**config.mk**
```make
export PLATFORM = sky130hd
export DESIGN_NAME = irq_ctrl_flat
export DESIGN_NICKNAME = d
export VERILOG_FILES = /design/src/rtl/irq_ctrl_if.sv /design/src/rtl/irq_ctrl.sv /design/src/flat_wrapper.sv
export SDC_FILE = /design/constraint.sdc
export NUM_CORES = 1
export LEC_CHECK = 0
export CAP_MARGIN = 10
export CORE_MARGIN = 2
export CORE_UTILIZATION = 35
export DETAILED_ROUTE_END_ITERATION = 8
export HOLD_SLACK_MARGIN = 0.05
export PLACE_DENSITY = 0.63
export SLEW_MARGIN = 30
export SYNTH_ARGS = -nofsm -noshare
export SYNTH_HDL_FRONTEND = slang
export SYNTH_SLANG_ARGS = --single-unit
```
**constraint.sdc**
```tcl
create_clock -name clk -period 1.55 [get_ports clk]
set_input_delay 0.465 -clock clk [delete_from_list [all_inputs] [get_ports clk]]
set_output_delay 0.465 -clock clk [all_outputs]
set_load 0.05 [all_outputs]
```
**src/rtl/irq_ctrl_if.sv**
```systemverilog
// irq_ctrl_if - bus bundle between the interrupt controller and its host.
//   src        : asynchronous level interrupt sources
//   mask_wr    : one-cycle mask write strobe
//   mask_wdata : mask write data (1 = source masked)
//   mask       : current mask register
//   pending    : latched pending bits (reported regardless of mask)
//   irq        : interrupt request to the processor
//   irq_id     : index of the source being serviced, valid while irq=1
//   ack        : one-cycle acknowledge from the handler
// slave modport is the controller side, master is the host/processor side.
interface irq_ctrl_if #(
  parameter int NUM_SRC = 4,
  parameter int ID_W    = 2
);
  logic [NUM_SRC-1:0] src;
  logic               mask_wr;
  logic [NUM_SRC-1:0] mask_wdata;
  logic [NUM_SRC-1:0] mask;
  logic [NUM_SRC-1:0] pending;
  logic               irq;
  logic [ID_W-1:0]    irq_id;
  logic               ack;

  modport slave (
    input  src, mask_wr, mask_wdata, ack,
    output mask, pending, irq, irq_id
  );

  modport master (
    output src, mask_wr, mask_wdata, ack,
    input  mask, pending, irq, irq_id
  );
endinterface

```
**src/rtl/irq_ctrl.sv**
```systemverilog
// irq_ctrl - fixed-priority interrupt controller.
// Sources are synchronized (2 flops), rising-edge detected and latched into
// pending bits. Eligible = pending & ~mask; the lowest eligible index is
// served, one at a time, with a mandatory low gap between interrupts.
// Ports:
//   clk : clock, all flops on rising edge
//   rst : asynchronous active-high reset
//   bus : irq_ctrl_if.slave (src, mask_wr, mask_wdata, ack in;
//         mask, pending, irq, irq_id out)
//
// state    | meaning
// S_IDLE   | no interrupt in service; arbitrate eligible sources
// S_ACTIVE | irq=1, irq_id held; waiting for ack
// S_GAP    | one forced irq=0 cycle after an ack
module irq_ctrl #(
  parameter int NUM_SRC = 4,
  parameter int ID_W    = 2
) (
  input  logic       clk,
  input  logic       rst,
  irq_ctrl_if.slave  bus
);

  typedef enum logic [1:0] {
    S_IDLE   = 2'd0,
    S_ACTIVE = 2'd1,
    S_GAP    = 2'd2
  } state_t;

  state_t             r_state;
  state_t             w_state_nxt;
  logic [NUM_SRC-1:0] r_sync1;
  logic [NUM_SRC-1:0] r_sync2;
  logic [NUM_SRC-1:0] r_prev;
  logic [NUM_SRC-1:0] r_pending;
  logic [NUM_SRC-1:0] r_mask;
  logic               r_irq;
  logic [ID_W-1:0]    r_irq_id;

  logic [NUM_SRC-1:0] w_rise;
  logic [NUM_SRC-1:0] w_clr;
  logic [NUM_SRC-1:0] w_elig;
  logic [ID_W-1:0]    w_low;
  logic               w_any;
  logic               w_irq_nxt;
  logic [ID_W-1:0]    w_irq_id_nxt;

  assign w_rise = r_sync2 & ~r_prev;
  assign w_elig = r_pending & ~r_mask;
  assign w_any  = |w_elig;

  // Only an ack seen while in service clears the bit being serviced.
  assign w_clr = (r_state == S_ACTIVE && bus.ack) ?
                 (NUM_SRC'(1) << r_irq_id) : '0;

  // Lowest set index wins: scan downward so the last hit is the lowest.
  always_comb begin
    w_low = '0;
    for (int i = NUM_SRC - 1; i >= 0; i--) begin
      if (w_elig[i]) w_low = ID_W'(i);
    end
  end

  always_ff @(posedge clk or posedge rst) begin
    if (rst) begin
      r_sync1   <= '0;
      r_sync2   <= '0;
      r_prev    <= '0;
      r_pending <= '0;
      r_mask    <= '0;
    end else begin
      r_sync1   <= bus.src;
      r_sync2   <= r_sync1;
      r_prev    <= r_sync2;
      // Set has priority over a coincident clear.
      r_pending <= (r_pending & ~w_clr) | w_rise;
      if (bus.mask_wr) r_mask <= bus.mask_wdata;
    end
  end

  always_ff @(posedge clk or posedge rst) begin
    if (rst) begin
      r_state  <= S_IDLE;
      r_irq    <= 1'b0;
      r_irq_id <= '0;
    end else begin
      r_state  <= w_state_nxt;
      r_irq    <= w_irq_nxt;
      r_irq_id <= w_irq_id_nxt;
    end
  end

  always_comb begin
    w_state_nxt  = r_state;
    w_irq_nxt    = r_irq;
    w_irq_id_nxt = r_irq_id;
    case (r_state)
      S_IDLE: begin
        w_irq_nxt = 1'b0;
        if (w_any) begin
          w_irq_id_nxt = w_low;
          w_irq_nxt    = 1'b1;
          w_state_nxt  = S_ACTIVE;
        end
      end
      S_ACTIVE: begin
        if (bus.ack) begin
          w_irq_nxt   = 1'b0;
          w_state_nxt = S_GAP;
        end
      end
      S_GAP: begin
        w_irq_nxt   = 1'b0;
        w_state_nxt = S_IDLE;
      end
      default: begin
        w_irq_nxt   = 1'b0;
        w_state_nxt = S_IDLE;
      end
    endcase
  end

  assign bus.mask    = r_mask;
  assign bus.pending = r_pending;
  assign bus.irq     = r_irq;
  assign bus.irq_id  = r_irq_id;

endmodule

```
**src/flat_wrapper.sv**
```systemverilog
// flat-port wrapper written by rule: the top's interface ports become plain ports
module irq_ctrl_flat 
#(
  parameter int NUM_SRC = 4,
  parameter int ID_W    = 2
)
  (clk, rst, bus_src, bus_mask_wr, bus_mask_wdata, bus_ack, bus_mask, bus_pending, bus_irq, bus_irq_id);
  irq_ctrl_if #(.NUM_SRC(NUM_SRC), .ID_W(ID_W)) bus_i ();
  input  logic clk;
  input  logic rst;
  input wire logic [$bits(bus_i.src)-1:0] bus_src;
  input wire logic [$bits(bus_i.mask_wr)-1:0] bus_mask_wr;
  input wire logic [$bits(bus_i.mask_wdata)-1:0] bus_mask_wdata;
  input wire logic [$bits(bus_i.ack)-1:0] bus_ack;
  output wire logic [$bits(bus_i.mask)-1:0] bus_mask;
  output wire logic [$bits(bus_i.pending)-1:0] bus_pending;
  output wire logic [$bits(bus_i.irq)-1:0] bus_irq;
  output wire logic [$bits(bus_i.irq_id)-1:0] bus_irq_id;
  assign bus_i.src = bus_src;
  assign bus_i.mask_wr = bus_mask_wr;
  assign bus_i.mask_wdata = bus_mask_wdata;
  assign bus_i.ack = bus_ack;
  assign bus_mask = bus_i.mask;
  assign bus_pending = bus_i.pending;
  assign bus_irq = bus_i.irq;
  assign bus_irq_id = bus_i.irq_id;
  irq_ctrl #(.NUM_SRC(NUM_SRC), .ID_W(ID_W)) u_core (.clk(clk), .rst(rst), .bus(bus_i));
endmodule
```
After elaboration in Yosys (flattened, before gate mapping)
Index checks and enable logic that the tools add are counted.

storage, ports and cells
  register bits after elaboration = 25
  bits in latches = 0
  memory bits (writable) = 0
  ROM bits = 0
  output and inout port bits = 11
  memories kept = 0

operators by class
  add/subtract/negate cells = 0
  multipliers = 0
  div/mod/pow operators = 0
  $lt $le $gt $ge = 0
  equal/unequal tests = 3
  shifts and indexed selects = 1
  muxes and demuxes = 11
  bitwise operators = 7
  reduce and logical (&&, ||, !) cells = 5

operators by type and width
  cell                                                   count
  bitwise AND 4 bit                                      3
  2-to-1 mux 2 bit                                       6
  NOT 4 bit                                              3
  2-to-1 mux 4 bit                                       1
  OR 4 bit                                               1
  one-hot mux 2 bit (2 select lines)                     1
  AND reduction 2 bit                                    2
  OR reduction 4 bit                                     1
  << shifter 1 x 2 -> 4 bit, first input constant        1
  == test 2 x 1 -> 1 bit, second input constant          1
  zero test 2 bit                                        1
  2-to-1 mux 1 bit                                       2
  inequality test 2 x 1 -> 1 bit, second input constant  1
  inequality test 2 bit, second input constant           1
  one-hot mux 1 bit (2 select lines)                     1
  logical AND 1 bit                                      1

Logic depth before layout (Yosys ltp)
Gate-level depths: netlist of run 1.

  depth after elaboration = 6
  mapped depth = 3

Least setup slack after synthesis of run 1
OpenSTA, ideal clock, no wires.

  kind = register to register
  start = register u_core.r_pending[3] (netlist: u_core.bus.pending[3])
  end = register u_core.r_state[0]
  library setup time = 0.119 ns
  arrival = 1.478 ns
  data required time = 1.431 ns
  setup slack = -0.047 ns
  stages on the path, launching flop included = 4
  clock period less this slack = 1.597 ns
  cells stage by stage = dfrtp_1 -> nor2b_2 -> or4_4 -> o21a_1

on the way
  cells in the longest elaborated chain, start to end = 4

RTL lines
  element                                          line            RTL
  from (decl)                                      irq_ctrl.sv:35  logic [NUM_SRC-1:0] r_pending;
  from (signal assigned)                           irq_ctrl.sv:76  r_pending <= (r_pending & ~w_clr) | w_rise;
  bitwise AND 4 bit                                irq_ctrl.sv:49  assign w_elig = r_pending & ~r_mask;
  OR reduction 4 bit                               irq_ctrl.sv:50  assign w_any = |w_elig;
  inequality test 2 x 1 -> 1 bit (no source line)  --
  AND reduction 2 bit (no source line)             --
  to (signal assigned)                             irq_ctrl.sv:87  r_state <= w_state_nxt;
  to (decl)                                        irq_ctrl.sv:30  state_t r_state;

No other way between the ends.
A chain may end at the register's enable or synchronous reset.

Worst setup path in the final report of run 1
  start = register u_core.r_irq_id[0] (netlist: u_core.bus.irq_id[0])
  end = output bus_irq_id[0]

RTL lines
  element                 line                RTL
  from (decl)             irq_ctrl.sv:38      logic [ID_W-1:0] r_irq_id;
  from (signal assigned)  irq_ctrl.sv:89      r_irq_id <= w_irq_id_nxt;
  to (decl)               flat_wrapper.sv:18  output wire logic [$bits(bus_i.irq_id)-1:0] bus_irq_id;

No word-level cell between the ends.

==> reports/qor_table.md, run 1 <==
| Parameter | This run |
|---|---|
| Total area of multi-input combinational cells | 234 sq um |
| Tot Pwr | 2270 uW |
| Width of the die | 54.3 um |
| Number of buffers on the longest clock path | 2 |
| Number of buffers added to fix hold violations after cts | 0 |
| Total wire length | 1.45 mm |
| Detailed Place HPWL | 1.14 mm |
| Crit path cell chain | buf_12 |
| Class of the worst hold path | reg2reg |
| CTS H-tree lvls | 1 |
| Pin count of the biggest net entering global routing | 26 |
| Count of instances resized after the clock tree is built | 0 |
| Worst reg2reg path depth | 3 |
| Logic depth of the worst path, buffers included | 1 |
| Category of the critical setup timing path | reg2out |
| Cell chosen for the clock root | sky130_fd_sc_hd__clkbuf_4 |
| Cell taking the most area after synthesis | sky130_fd_sc_hd__dfrtp_1 |
| Placer's final routability congestion estimate | 0.817 |
| Leading cell types by total area after synthesis | sky130_fd_sc_hd__dfrtp_1 (71%), sky130_fd_sc_hd__inv_1 (3.0%), sky130_fd_sc_hd__mux2_1 (2.5%), sky130_fd_sc_hd__mux2_2 (2.5%), sky130_fd_sc_hd__o21a_1 (2.5%) |
| Endpoint class of the critical path | primary output |
| Clock transition at path regs | 120 ps |
| Post-Syn Instances | 63 |
| Ratio of cells with drive above 1 in the final layout | 26.7% |
| R2R Path End | u_core.r_state[0] |
| Worst slew pin tran | 304 ps |
| Tmin final | 1430 ps |
| Total number of vias | 566 |
| DRC Markers | 0 |
| Number of antenna violations at the first check in global routing | 0 |
| Area taken by flip-flops and latches | 631 sq um |
| Number of library cell types mapped by synthesis | 20 |
| Initial core utilization | 36.4% |
| Pwr Density | 1750 nW/um^2 |
| Iter 0 DRT Violations | 3 |
| Number of cell rows | 18 |
| Synth Warn # | 0 |
| Synthesized Nets | 75 |
| Area of the core | 2430 sq um |
| Family of cells with the greatest summed delay on the critical path | flip-flops |
| Floorplan die area | 2950 sq um |
| Worst reg2reg path startpoint | u_core.bus.pending[3] |
| Number of register bits inferred by synthesis | 25 |
| Total number of nets in the final design | 103 |
| Setup Skew | 1.37 ps |
| TritonRoute pass-1 iters | 4 |
| First-pass GRT wire length | 2.64 mm |
| Final Hold Violating Endpoints | 0 |
| Arrival time worst endpoint | 960 ps |
| Total global routing track utilization | 13.0% |
| Antenna diodes | 0 |
| Type of element launching the critical path | flip-flop |
| Total of fill cells in the finished design | 214 |
| Peak clock frequency supported by timing | 700 MHz |
| Synth-to-Final Area Change | 45.9% |
| Reg2reg setup slack | 140 ps |
| Period utilisation layout | 92.1% |
| Vertical die dimension | 54.3 um |
| Number of sinks on the clock net | 25 |
| Routed wire per std cell | 12.0 um |
| Critical path buffer and inverter count | 1 |
| Port-buffer cells | 22 |
| Leakage power | 0.000574 uW |
| Number of top-level design ports | 23 |
| Number of global-route vias before repair | 587 |
| Longest individual stage delay on the worst path | 470 ps |
| Portion of synthesized cell area occupied by the leading cell type | 70.6% |
| MaxCap Viol Count | 0 |
| Outcome | completed |
| Detailed-route vias per instance | 4.72 |
| Capturing instance or port of the critical path | bus_irq_id[0] |
| Setup repair bufs after CTS | 0 |
| Maximum fanout along the worst path | 5 |
| GRT Residual Overflow | 0 |
| Total count of max-transition violations in the final report | 0 |
| Timing startpoint of the critical path | u_core.bus.irq_id[0] |
| Post-Synthesis Cell Area | 886 sq um |
| DRT antenna net count | 0 |
| Total negative slack for setup checks | 0 ps |
| Mapped Avg Cell Area | 14.1 sq um |
| Unrepaired setup endpoints after global routing | false |
| Latest clock arrival within the worst-skew pair | 300 ps |
| Number of CTS-inserted buffers | 3 |
| Final setup viols | 0 |
| Slowest CP cell | sky130_fd_sc_hd__dfrtp_1 |
| Sequential cell area fraction in the yosys report | 70.6% |
| Maximum resistive drop on vdd | 1.18 mV |
| CTS tree | built |
| Crit path required time | 1080 ps |
| Slew headroom | 79.8% |
## metrics by stage
stage               hold slack [ps]  std cells  worst slack (ps)  utilization [%]  area, sq um
finish                          362        120               122             53.1         1290
global route                    373        120              46.5             53.1         1290
CTS                             364        120               103             53.1         1290
detailed placement              336        116             -54.2             52.1         1270
global placement                333        116             -43.3             52.1         1270
floorplan                       331         63              21.0                -          891
## Yosys cell counts
library cell and count:
sky130_fd_sc_hd__dfrtp_1 25, sky130_fd_sc_hd__inv_1 7, sky130_fd_sc_hd__o21ai_1 4, sky130_fd_sc_hd__a21oi_1 3
sky130_fd_sc_hd__o21a_1 3, sky130_fd_sc_hd__o21ai_0 3, sky130_fd_sc_hd__mux2_1 2, sky130_fd_sc_hd__mux2_2 2
sky130_fd_sc_hd__nor2b_1 2, sky130_fd_sc_hd__o31ai_1 2, sky130_fd_sc_hd__a21o_1 1, sky130_fd_sc_hd__nand3b_1 1
sky130_fd_sc_hd__nand4b_1 1, sky130_fd_sc_hd__nor2_1 1, sky130_fd_sc_hd__nor2b_2 1, sky130_fd_sc_hd__nor2b_4 1
sky130_fd_sc_hd__nor4bb_1 1, sky130_fd_sc_hd__o32a_1 1, sky130_fd_sc_hd__or2b_1 1, sky130_fd_sc_hd__or4_4 1
## cell usage in the layout, fill, tap and decap left out, drive strengths merged
| cell | Yosys | final |
|---|---|---|
| dfrtp | 25 | 25 |
| buf | 0 | 12 |
| clkdlybuf4s50 | 0 | 11 |
| inv | 7 | 7 |
| o21ai | 7 | 7 |
| clkbuf | 0 | 4 |
| nor2b | 4 | 4 |
| mux2 | 4 | 4 |
| a21oi | 3 | 3 |
| o21a | 3 | 3 |
| o31ai | 2 | 2 |
| or4 | 1 | 1 |
| or2b | 1 | 1 |
| nor2 | 1 | 1 |
| o32a | 1 | 1 |
| nand3b | 1 | 1 |
| nand4b | 1 | 1 |
| nor4bb | 1 | 1 |
| a21o | 1 | 1 |
## logic make-up (layout without fill, tap and decap cells)
logic type	count (synthesis)	after routing	share of synthesized area, %
DFF	25	25	70.6
AOI/OAI and AO/OA	17	17	11.9
and+or+nand+nor	10	10	9.46
buffers and inverters	7	34	2.97
muxes	4	4	5.08
## layer usage
| layer | track usage (%) | vias up | routed length, um |
|---|---|---|---|
| met5 | 0 | - | 0 |
| met4 | 8.75 | 0 | 45 |
| met3 | 2.73 | 5 | 102 |
| met2 | 19.9 | 25 | 674 |
| met1 | 16.5 | 263 | 622 |
| li1 | - | 273 | - |
## state kept, by name (all words and copies together), names as in the netlist
signal              flops
u_core.r_prev           4
u_core.bus.irq_id       2
u_core.r_state          2
u_core.bus.irq          1
u_core.r_sync2          4
u_core.r_sync1          4
u_core.bus.pending      4
u_core.bus.mask         4
## power breakdown
part / leakage [uW] / switching [uW] / internal, uW
combinational: 0.000276 / 510 / 529
clock: 0.0000150 / 170 / 100
sequential: 0.000283 / 172 / 786
total: 0.000574 / 851 / 1420
## how the worst min path moves through the flow
stage / startpoint / to / slack (ps) / depth (start not counted)
after CTS: u_core.r_sync1[3] / u_core.r_sync2[3] / 360 / 0
after global routing: u_core.r_sync1[3] / u_core.r_sync2[3] / 370 / 0
after floorplan: u_core.r_sync1[0] / u_core.r_sync2[0] / 330 / 0
after global placement: u_core.r_sync1[1] / u_core.r_sync2[1] / 330 / 0
final: u_core.r_sync1[3] / u_core.r_sync2[3] / 360 / 0
after detailed placement: u_core.r_sync1[3] / u_core.r_sync2[3] / 340 / 0
## worst register-to-register path, stage by stage, from the launching register on
cell and delay (ps):
sky130_fd_sc_hd__dfrtp_2 450, sky130_fd_sc_hd__nor2b_2 180, sky130_fd_sc_hd__or4_4 520, sky130_fd_sc_hd__o21a_1 180
## layout make-up
class / instances / share of cell area (%)
well taps: 30 / 2.90
clock buffers: 4 / 2.03
multi-input cells: 31 / 18.1
flip-flops and latches: 25 / 48.8
repair buffers: 23 / 26.1
inverters: 7 / 2.03
No activity file was read; power rests on OpenSTA's default activity.
==> run 2, diff against run 1 <==
--- a/config.mk
+++ b/config.mk
@@ -6,12 +6,10 @@
 export NUM_CORES = 1
 export LEC_CHECK = 0
 export CAP_MARGIN = 10
-export CORE_MARGIN = 2
-export CORE_UTILIZATION = 35
+export CORE_UTILIZATION = 45
 export DETAILED_ROUTE_END_ITERATION = 8
 export HOLD_SLACK_MARGIN = 0.05
-export PLACE_DENSITY = 0.63
-export SLEW_MARGIN = 30
+export PLACE_DENSITY = 0.77
 export SYNTH_ARGS = -nofsm -noshare
 export SYNTH_HDL_FRONTEND = slang
 export SYNTH_SLANG_ARGS = --single-unit
==> run 2 against run 1 <==
  * First-iteration DRC count grew to 5.0 times the previous value
  * Core utilization grew 19 points
  * Power grew 1.3%
  * Hold slack is essentially flat
  * Register-to-register slack is essentially flat
  * Via count grew 6.7%
  * Largest cell class unchanged
  * Routed wire length grew 11%
  * Global-route usage grew 4.8 points
  * Fmax shrank 0.50%
  * Clock skew grew 5.8 ps
  * Critical endpoint unchanged
  * Cell count shrank 4.2%
==> reports/qor_table.md, run 2 (synthesis gave the netlist of run 1 again) <==
| Parameter | This run | Change |
|---|---|---|
| CTS H-tree lvls | 1 | unchanged |
| Clock power share | 11.6% | was 11.9% |
| Initial core utilization | 49.7% | was 36.4% |
| Critical path buffer and inverter count | 1 | unchanged |
| Peak clock frequency supported by timing | 697 MHz | was 700 MHz |
| Count of instances resized after the clock tree is built | 0 | unchanged |
| Tmin final | 1440 ps | was 1430 ps |
| Number of antenna violations at the first check in global routing | 0 | unchanged |
| Routed wire per std cell | 14.0 um | was 12.0 um |
| Worst slack on hold paths | 363 ps | was 362 ps |
| Cell chosen for the clock root | sky130_fd_sc_hd__clkbuf_4 | unchanged |
| Latest clock arrival within the worst-skew pair | 300 ps | about the same |
| Setup repair bufs after CTS | 0 | unchanged |
| Maximum resistive drop on vdd | 1.40 mV | was 1.18 mV |
| Slew headroom | 79.7% | was 79.8% |
| Commonest non-fill, non-tap cell in the layout | sky130_fd_sc_hd__dfrtp_1 | unchanged |
| Total global routing track utilization | 17.8% | was 13.0% |
| Maximum fanout along the worst path | 5 | unchanged |
| Number of CTS-inserted buffers | 3 | unchanged |
| Ratio of cells with drive above 1 in the final layout | 26.7% | unchanged |
| Unrepaired setup endpoints after global routing | false | unchanged |
| Instance area after placement | 1260 sq um | was 1270 sq um |
| Total number of vias | 604 | was 566 |
| Flop pwr share | 42.4% | was 42.3% |
| Arrival time worst endpoint | 970 ps | was 960 ps |
| Number of cell rows | 15 | was 18 |
| TritonRoute pass-1 iters | 4 | unchanged |
| Type of element launching the critical path | flip-flop | unchanged |
| Total number of nets in the final design | 103 | unchanged |
| Worst slew pin tran | 305 ps | was 304 ps |
| Floorplan die area | 2150 sq um | was 2950 sq um |
| Vertical die dimension | 46.4 um | was 54.3 um |
| Final Hold Violating Endpoints | 0 | unchanged |
| Pint | 1410 uW | was 1420 uW |
| Endpoint class of the critical path | primary output | unchanged |
| Detailed-route vias per instance | 5.25 | was 4.72 |
| Synth-to-Final Area Change | 45.2% | was 45.9% |
| MaxCap Viol Count | 0 | unchanged |
| Number of buffers added to fix hold violations after cts | 0 | unchanged |
| Final setup viols | 0 | unchanged |
| Number of top-level design ports | 23 | unchanged |
| GRT Residual Overflow | 0 | unchanged |
| Met3 wire length | 82 um | was 102 um |
| Longest individual stage delay on the worst path | 500 ps | was 470 ps |
| Iter 0 DRT Violations | 15 | was 3 |
| Switching part of the total power | 38.4% | was 37.6% |
| CTS tree | built | unchanged |
| Final cell count without fillers | 115 | was 120 |
| Area of the core | 1780 sq um | was 2430 sq um |
| Number of buffers on the longest clock path | 2 | unchanged |
| First-pass GRT wire length | 2.53 mm | was 2.64 mm |
| Proportion of power drawn by combinational gates | 46.0% | was 45.8% |
| Met2 wire length | 817 um | was 674 um |
| Pin count of the biggest net entering global routing | 26 | unchanged |
| Crit path cell chain | buf_12 | unchanged |
| DRC Markers | 0 | unchanged |
| Total wire length | 1.61 mm | was 1.45 mm |
| Class of the worst hold path | reg2reg | unchanged |
| Total count of max-transition violations in the final report | 0 | unchanged |
| Antenna diodes | 0 | unchanged |
| Number of global-route vias before repair | 558 | was 587 |
| Total of fill cells in the finished design | 112 | was 214 |
| Leakage power | 0.000574 uW | unchanged |
| Family of cells with the greatest summed delay on the critical path | flip-flops | unchanged |
| # placed instances | 111 | was 116 |
| Period utilisation layout | 92.6% | was 92.1% |
| Category of the critical setup timing path | reg2out | unchanged |
| Pwr Density | 1790 nW/um^2 | was 1750 nW/um^2 |
| Outcome | completed | unchanged |
| Port-buffer cells | 22 | unchanged |
| Switching Power | 882 uW | was 851 uW |
| M1 WL | 647 um | was 622 um |
| Number of sinks on the clock net | 25 | unchanged |
| Most frequent cells in the layout | sky130_fd_sc_hd__dfrtp_1 (21), sky130_fd_sc_hd__clkdlybuf4s50_1 (11), sky130_fd_sc_hd__buf_12 (11) | unchanged |
| Non-Filler Cell Area, Final | 1290 sq um | about the same |
| DRT antenna net count | 0 | unchanged |
| Crit path required time | 1080 ps | about the same |
| Clock transition at path regs | 120 ps | about the same |
| Width of the die | 46.4 um | was 54.3 um |
| Layout Utilization | 72.1% | was 53.1% |
| Uppermost layer routed | met4 | unchanged |
| Setup Skew | 7.22 ps | was 1.37 ps |
| Detailed Place HPWL | 1.24 mm | was 1.14 mm |
| Placer's final routability congestion estimate | 0.892 | was 0.817 |
| Tot Pwr | 2300 uW | was 2270 uW |
| Slowest CP cell | sky130_fd_sc_hd__dfrtp_1 | unchanged |
run 2: cell counts in the layout (fill, tap and decap cells not counted):
Identical to the previous run, type by type.
run 2: worst register-to-register path: cells and delay by family, from the launching register on:
family           cells  cell delay (ps)
AND/OR/NAND/NOR      2              700
flip-flops           1              450
AO/OA/AOI/OAI        1              180
run 2: layer usage:
layer | vias to the layer above | track usage [%]
met5 | - | 0
met4 | 0 | 10.6
met3 | 8 | 2.35
met2 | 35 | 27.8
met1 | 289 | 23.6
li1 | 272 | -
run 2: final timing paths:
path	from	to	slack [ps]	depth (start not counted)
setup / recovery	u_core.bus.irq_id[0]	bus_irq_id[0]	110	1
hold / removal	u_core.r_sync1[1]	u_core.r_sync2[1]	360	0
setup reg to reg	u_core.bus.pending[3]	u_core.r_state[0]	130	3
hold reg to reg	u_core.r_sync1[1]	u_core.r_sync2[1]	360	0
max in group asynchronous	rst	u_core.bus.pending[1]	800	3
min in group asynchronous	rst	u_core.bus.irq_id[1]	490	3
run 2: cell type report:
type / instances / area (sq um) / share of cell area [%]
Sequential cell: 25 / 631 / 49.0
Clock buffer: 4 / 26.3 / 2.04
Timing Repair Buffer: 23 / 338 / 26.3
Inverter: 7 / 26.3 / 2.04
Multi-Input combinational cell: 31 / 234 / 18.2
Tap cell: 25 / 31.3 / 2.43
run 2: per-stage QoR:
step	setup TNS [ps]	worst slack, ps
floorplan	0	21.0
global placement	-26.5	-26.5
detailed placement	-132	-73.1
CTS	0	124
global route	0	97.4
finish	0	115
run 2: power groups by stage:
stage | logic [uW] | clock network, uW | registers [uW]
finish | 1060 | 267 | 973
global route | 1120 | 298 | 979
CTS | 1060 | 278 | 964
detailed placement | 1060 | 0 | 977
global placement | 1030 | 0 | 968
floorplan | 251 | 0 | 1220
==> variant 1, RTL diff (flow settings as in run 2) <==
Take the reset off `r_pending` and load it in a clocked block of its own.
--- a/src/rtl/irq_ctrl.sv
+++ b/src/rtl/irq_ctrl.sv
@@ -67,5 +67,4 @@
       r_sync2   <= '0;
       r_prev    <= '0;
-      r_pending <= '0;
       r_mask    <= '0;
     end else begin
@@ -74,7 +73,10 @@
       r_prev    <= r_sync2;
       // Set has priority over a coincident clear.
-      r_pending <= (r_pending & ~w_clr) | w_rise;
       if (bus.mask_wr) r_mask <= bus.mask_wdata;
     end
+  end
+
+  always_ff @(posedge clk) begin
+    r_pending <= (r_pending & ~w_clr) | w_rise;
   end
 
Function: differs if rst is asserted again (counterexample within 4 cycles, from zero or initial values and one cycle with rst high); with rst held inactive, the same outputs for 10 cycles.
==> variant 1 against run 2 <==
  * Global-route usage up 0.78 points
  * Wire length decreased by 1.1%
  * Largest cell class unchanged
  * Power grew 4.1%
  * Cell area is 1.4% higher
  * Clock skew about the same
  * Largest power group unchanged
  * Core utilization grew 0.22 points
  * Setup slack got worse by 0.034 ns
  * First-iteration DRC count shrank 67%
  * Final cell count up 1.7%
  * Area after synthesis rose by 1.7%
  * Critical path depth is the same
  * Highest routed layer unchanged
  * Hold slack worse by 0.00083 ns
  * Sequential cell count stayed put
==> variant 1: results (changes against run 2) <==
vias post-DR=589 (-2.5%); count of cell types in the netlist=21 (+5.0%); Reg2Reg Launch Point=u_core.bus.mask[1]$_DFFE_PP0P_; Repair and plain buffers=24 (+4.3%); status=completed; leakage=0.608 nW (+5.8%); post-route cell area=1300 um^2 (+1.4%); first-pass GRT wire length=2.62 mm (+3.6%); inverters=9 (+2); syn avg cell area=14.1 um^2 (+0.11%); Place WS=-0.00976 ns (+0.0634 ns); grt met2 use=29.7% (+1.9 points); fraction of area in multi-input gates=20.1% (+1.9 points); commonest cells in the netlist=21 x dfrtp_1, 9 x inv_1, 6 x o21ai_1; Seq/Total Area, Yosys=67.2% (-3.4 points); Tightest Pin Transition=0.294 ns (-0.0106 ns); clk_skew=0.00716 ns (-0.0000523 ns); post-synth top area share=58.3% (-12 points); reg2reg setup slack=0.35 ns (+0.22 ns); number of multi-input logic gates=30 (-3.2%); largest net degree at the start of global routing=22 (-15%); Area contributors post-synth=dfrtp_1 58%, dfxtp_1 8.9%, nor2b_4 4.6%, inv_1 3.8%, mux2_1 3.7%; Seq/total area=46.4% (-2.6 points); Metal-1 WL=623 um (-3.7%); Final Routed Wirelength=1.59 mm (-1.1%)
==> variant 1: cell count changes in the layout (fill, tap and decap cells not counted), moves of 2 or more <==
cell / delta
dfxtp_1: +4
o21a_1: -2
a22o_1: +2
dfrtp_2: -4
nand2_1: +3
o21ai_1: +2
o21ai_0: -3
a21oi_1: -2
nor2b_4: +2
inv_1: +2
==> variant 1: how the worst min path moves through the flow <==
stage / endpoint / slack [ns]
global route: u_core.r_sync2[0]$_DFF_PP0_ / 0.38
detailed placement: u_core.r_sync2[3]$_DFF_PP0_ / 0.34
finish: u_core.r_sync2[3]$_DFF_PP0_ / 0.36
CTS: u_core.r_sync2[3]$_DFF_PP0_ / 0.36
global placement: u_core.r_sync2[3]$_DFF_PP0_ / 0.33
floorplan: u_core.r_sync2[0]$_DFF_PP0_ / 0.33
==> variant 1: where the power goes <==
| group | switching [mW] | internal [mW] |
|---|---|---|
| Combinational | 0.561 | 0.576 |
| Sequential | 0.195 | 0.784 |
| Clock | 0.175 | 0.101 |
| Total | 0.931 | 1.46 |
==> variant 2, RTL diff (flow settings as in run 2) <==
Without the edit above. `NUM_SRC` is set to 4 in 3 places; all go to 3.
--- a/src/rtl/irq_ctrl_if.sv
+++ b/src/rtl/irq_ctrl_if.sv
@@ -10,5 +10,5 @@
 // slave modport is the controller side, master is the host/processor side.
 interface irq_ctrl_if #(
-  parameter int NUM_SRC = 4,
+  parameter int NUM_SRC = 3,
   parameter int ID_W    = 2
 );
--- a/src/rtl/irq_ctrl.sv
+++ b/src/rtl/irq_ctrl.sv
@@ -14,5 +14,5 @@
 // S_GAP    | one forced irq=0 cycle after an ack
 module irq_ctrl #(
-  parameter int NUM_SRC = 4,
+  parameter int NUM_SRC = 3,
   parameter int ID_W    = 2
 ) (
--- a/src/flat_wrapper.sv
+++ b/src/flat_wrapper.sv
@@ -2,5 +2,5 @@
 module irq_ctrl_flat 
 #(
-  parameter int NUM_SRC = 4,
+  parameter int NUM_SRC = 3,
   parameter int ID_W    = 2
 )
Ports: changed (resized bus_mask, bus_mask_wdata, bus_pending and bus_src); port bits go from 23 to 19. No check against the original RTL was run, so the function may have changed too.
==> variant 2 against run 2 <==
  * Global-route usage fell by 2.2 points
  * Largest power group unchanged
  * Sequential cell count fell by 5
  * Wire length fell by 23%
  * Cell area fell by 20%
  * Area after synthesis fell by 20%
  * Power fell by 14%
  * Setup slack improved by 0.017 ns
==> variant 2: results (changes against run 2) <==
syn nets=64 (-15%); met3 usage=4.78% (+2.4 points); clk_skew=0.00305 ns (-0.00416 ns); largest net degree at the start of global routing=21 (-19%); leakage=0.461 nW (-20%); Worst Path Max Fanout=5 (unchanged); placed insts=87 (-22%); Skew-Pair Late Insertion Delay=0.29 ns; syn avg cell area=13.1 um^2 (-7.1%); Final Routed Wirelength=1.23 mm (-23%); status=completed; Reg2Reg Launch Point=u_core.bus.irq_id[0]$_DFFE_PP0P_; R2R cell count=3 (unchanged); maximum clock insertion buffer count=2 (unchanged); worst ir drop on vdd=0.00104 V (-26%); Hold WS=0.357 ns (-0.00548 ns); wire length on met3=77 um (-6.1%); xor/xnor cell area share of the yosys netlist=0% (unchanged); hold path startpoint=u_core.r_sync1[0]$_DFF_PP0_; RePlAce Congestion=0.732 (-18%); Seq/Total Area, Yosys=70.9% (+0.30 points); Starting DRT DRC Count=5 (-10); Metal-1 WL=505 um (-22%); worst reg2reg path endpoint=u_core.bus.pending[1]$_DFF_PP0_; remaining antenna violation count=0 (unchanged); grt met2 use=28.4% (+0.66 points); Max Used Layer=met3; layout cells sized above 1=23.7% (-3.0 points); Synth async-reset ratio=100% (unchanged); reg2reg setup slack=0.43 ns (+0.30 ns); Tightest Pin Transition=0.271 ns (-0.0336 ns); Pre-Repair DR Iteration Count=4 (unchanged); H-tree levels=1 (unchanged); slowest cell on the critical path=dfrtp_1; GRT Total Usage=15.6% (-2.2 points); commonest cells in the netlist=20 x dfrtp_1, 7 x o21ai_1, 6 x inv_1; vias in the first global route=440 (-21%); metal2 WL=651 um (-20%); mux cell area share after synthesis=4.79% (-0.30 points); vias post-DR=468 (-23%); Port-buffer cells=18 (-18%); Yosys warning total=0 (unchanged); Post-DP HPWL=967 um (-22%); first-pass GRT wire length=1.97 mm (-22%); number of buffers created by CTS=3 (unchanged); Antenna diodes=0 (unchanged); initial antenna violation count=0 (unchanged); GR met1 Demand/Resource=16.6% (-7.0 points); count of cell types in the netlist=16 (-20%); Area contributors post-synth=dfrtp_1 71%, o21ai_1 5.0%, mux2_2 4.8%, o41ai_1 3.7%, nor2b_1 3.5%; via density per instance=5.14 (-2.1%); Post-Synth Adder-Cell Area=0% (unchanged); CP top delay family=flip-flops; WHS Endpoint=u_core.r_sync2[0]$_DFF_PP0_; Compound-Gate Fraction of Synth Area=11.7% (-0.16 points); Fillers=99 (-12%)
-- variant 2: cell count changes after synthesis, sizes merged, moves of 2 or more --
| cell | before | now |
|---|---|---|
| o31ai | 2 | 0 |
| dfrtp | 25 | 20 |
| a21oi | 3 | 1 |
| o41ai | 0 | 3 |
| nor2 | 1 | 3 |
| o21a | 3 | 1 |
-- variant 2: power breakdown --
part           switching [mW]  internal, mW  leakage [nW]  total (mW)
Clock                   0.151         0.143        0.0210       0.294
Sequential              0.163         0.634         0.231       0.797
Combinational           0.442         0.440         0.209       0.882
Total                   0.755          1.22         0.461        1.97
-- variant 2: how the worst max path moves through the flow --
stage / cells past startpoint / from / endpoint
2_1_floorplan: 3 / u_core.bus.pending[0]$_DFF_PP0_ / u_core.bus.irq_id[0]$_DFFE_PP0P_
3_3_place_gp: 4 / bus_ack / u_core.bus.pending[1]$_DFF_PP0_
3_5_place_dp: 4 / bus_ack / u_core.bus.pending[1]$_DFF_PP0_
4_1_cts: 1 / u_core.bus.irq_id[0]$_DFFE_PP0P_ / bus_irq_id[0]
5_1_grt: 1 / u_core.bus.irq_id[0]$_DFFE_PP0P_ / bus_irq_id[0]
6_report: 1 / u_core.bus.irq_id[0]$_DFFE_PP0P_ / bus_irq_id[0]
-- variant 2: final cells by class --
| type | instances | share of cell area [%] |
|---|---|---|
| clock buffer | 4 | 3.51 |
| tap | 15 | 1.82 |
| multi-input combinational | 27 | 17.2 |
| timing repair buffer | 19 | 26.9 |
| inverter | 6 | 2.18 |
| sequential | 20 | 48.4 |
-- variant 2: stage by stage --
| stage | cell area [um^2] | setup slack (ns) |
|---|---|---|
| floorplan | 706 | 0.265 |
| finish | 1030 | 0.131 |
| CTS | 1030 | 0.118 |
| global placement | 997 | -0.0281 |
| detailed placement | 997 | -0.0169 |
| global route | 1030 | 0.0839 |
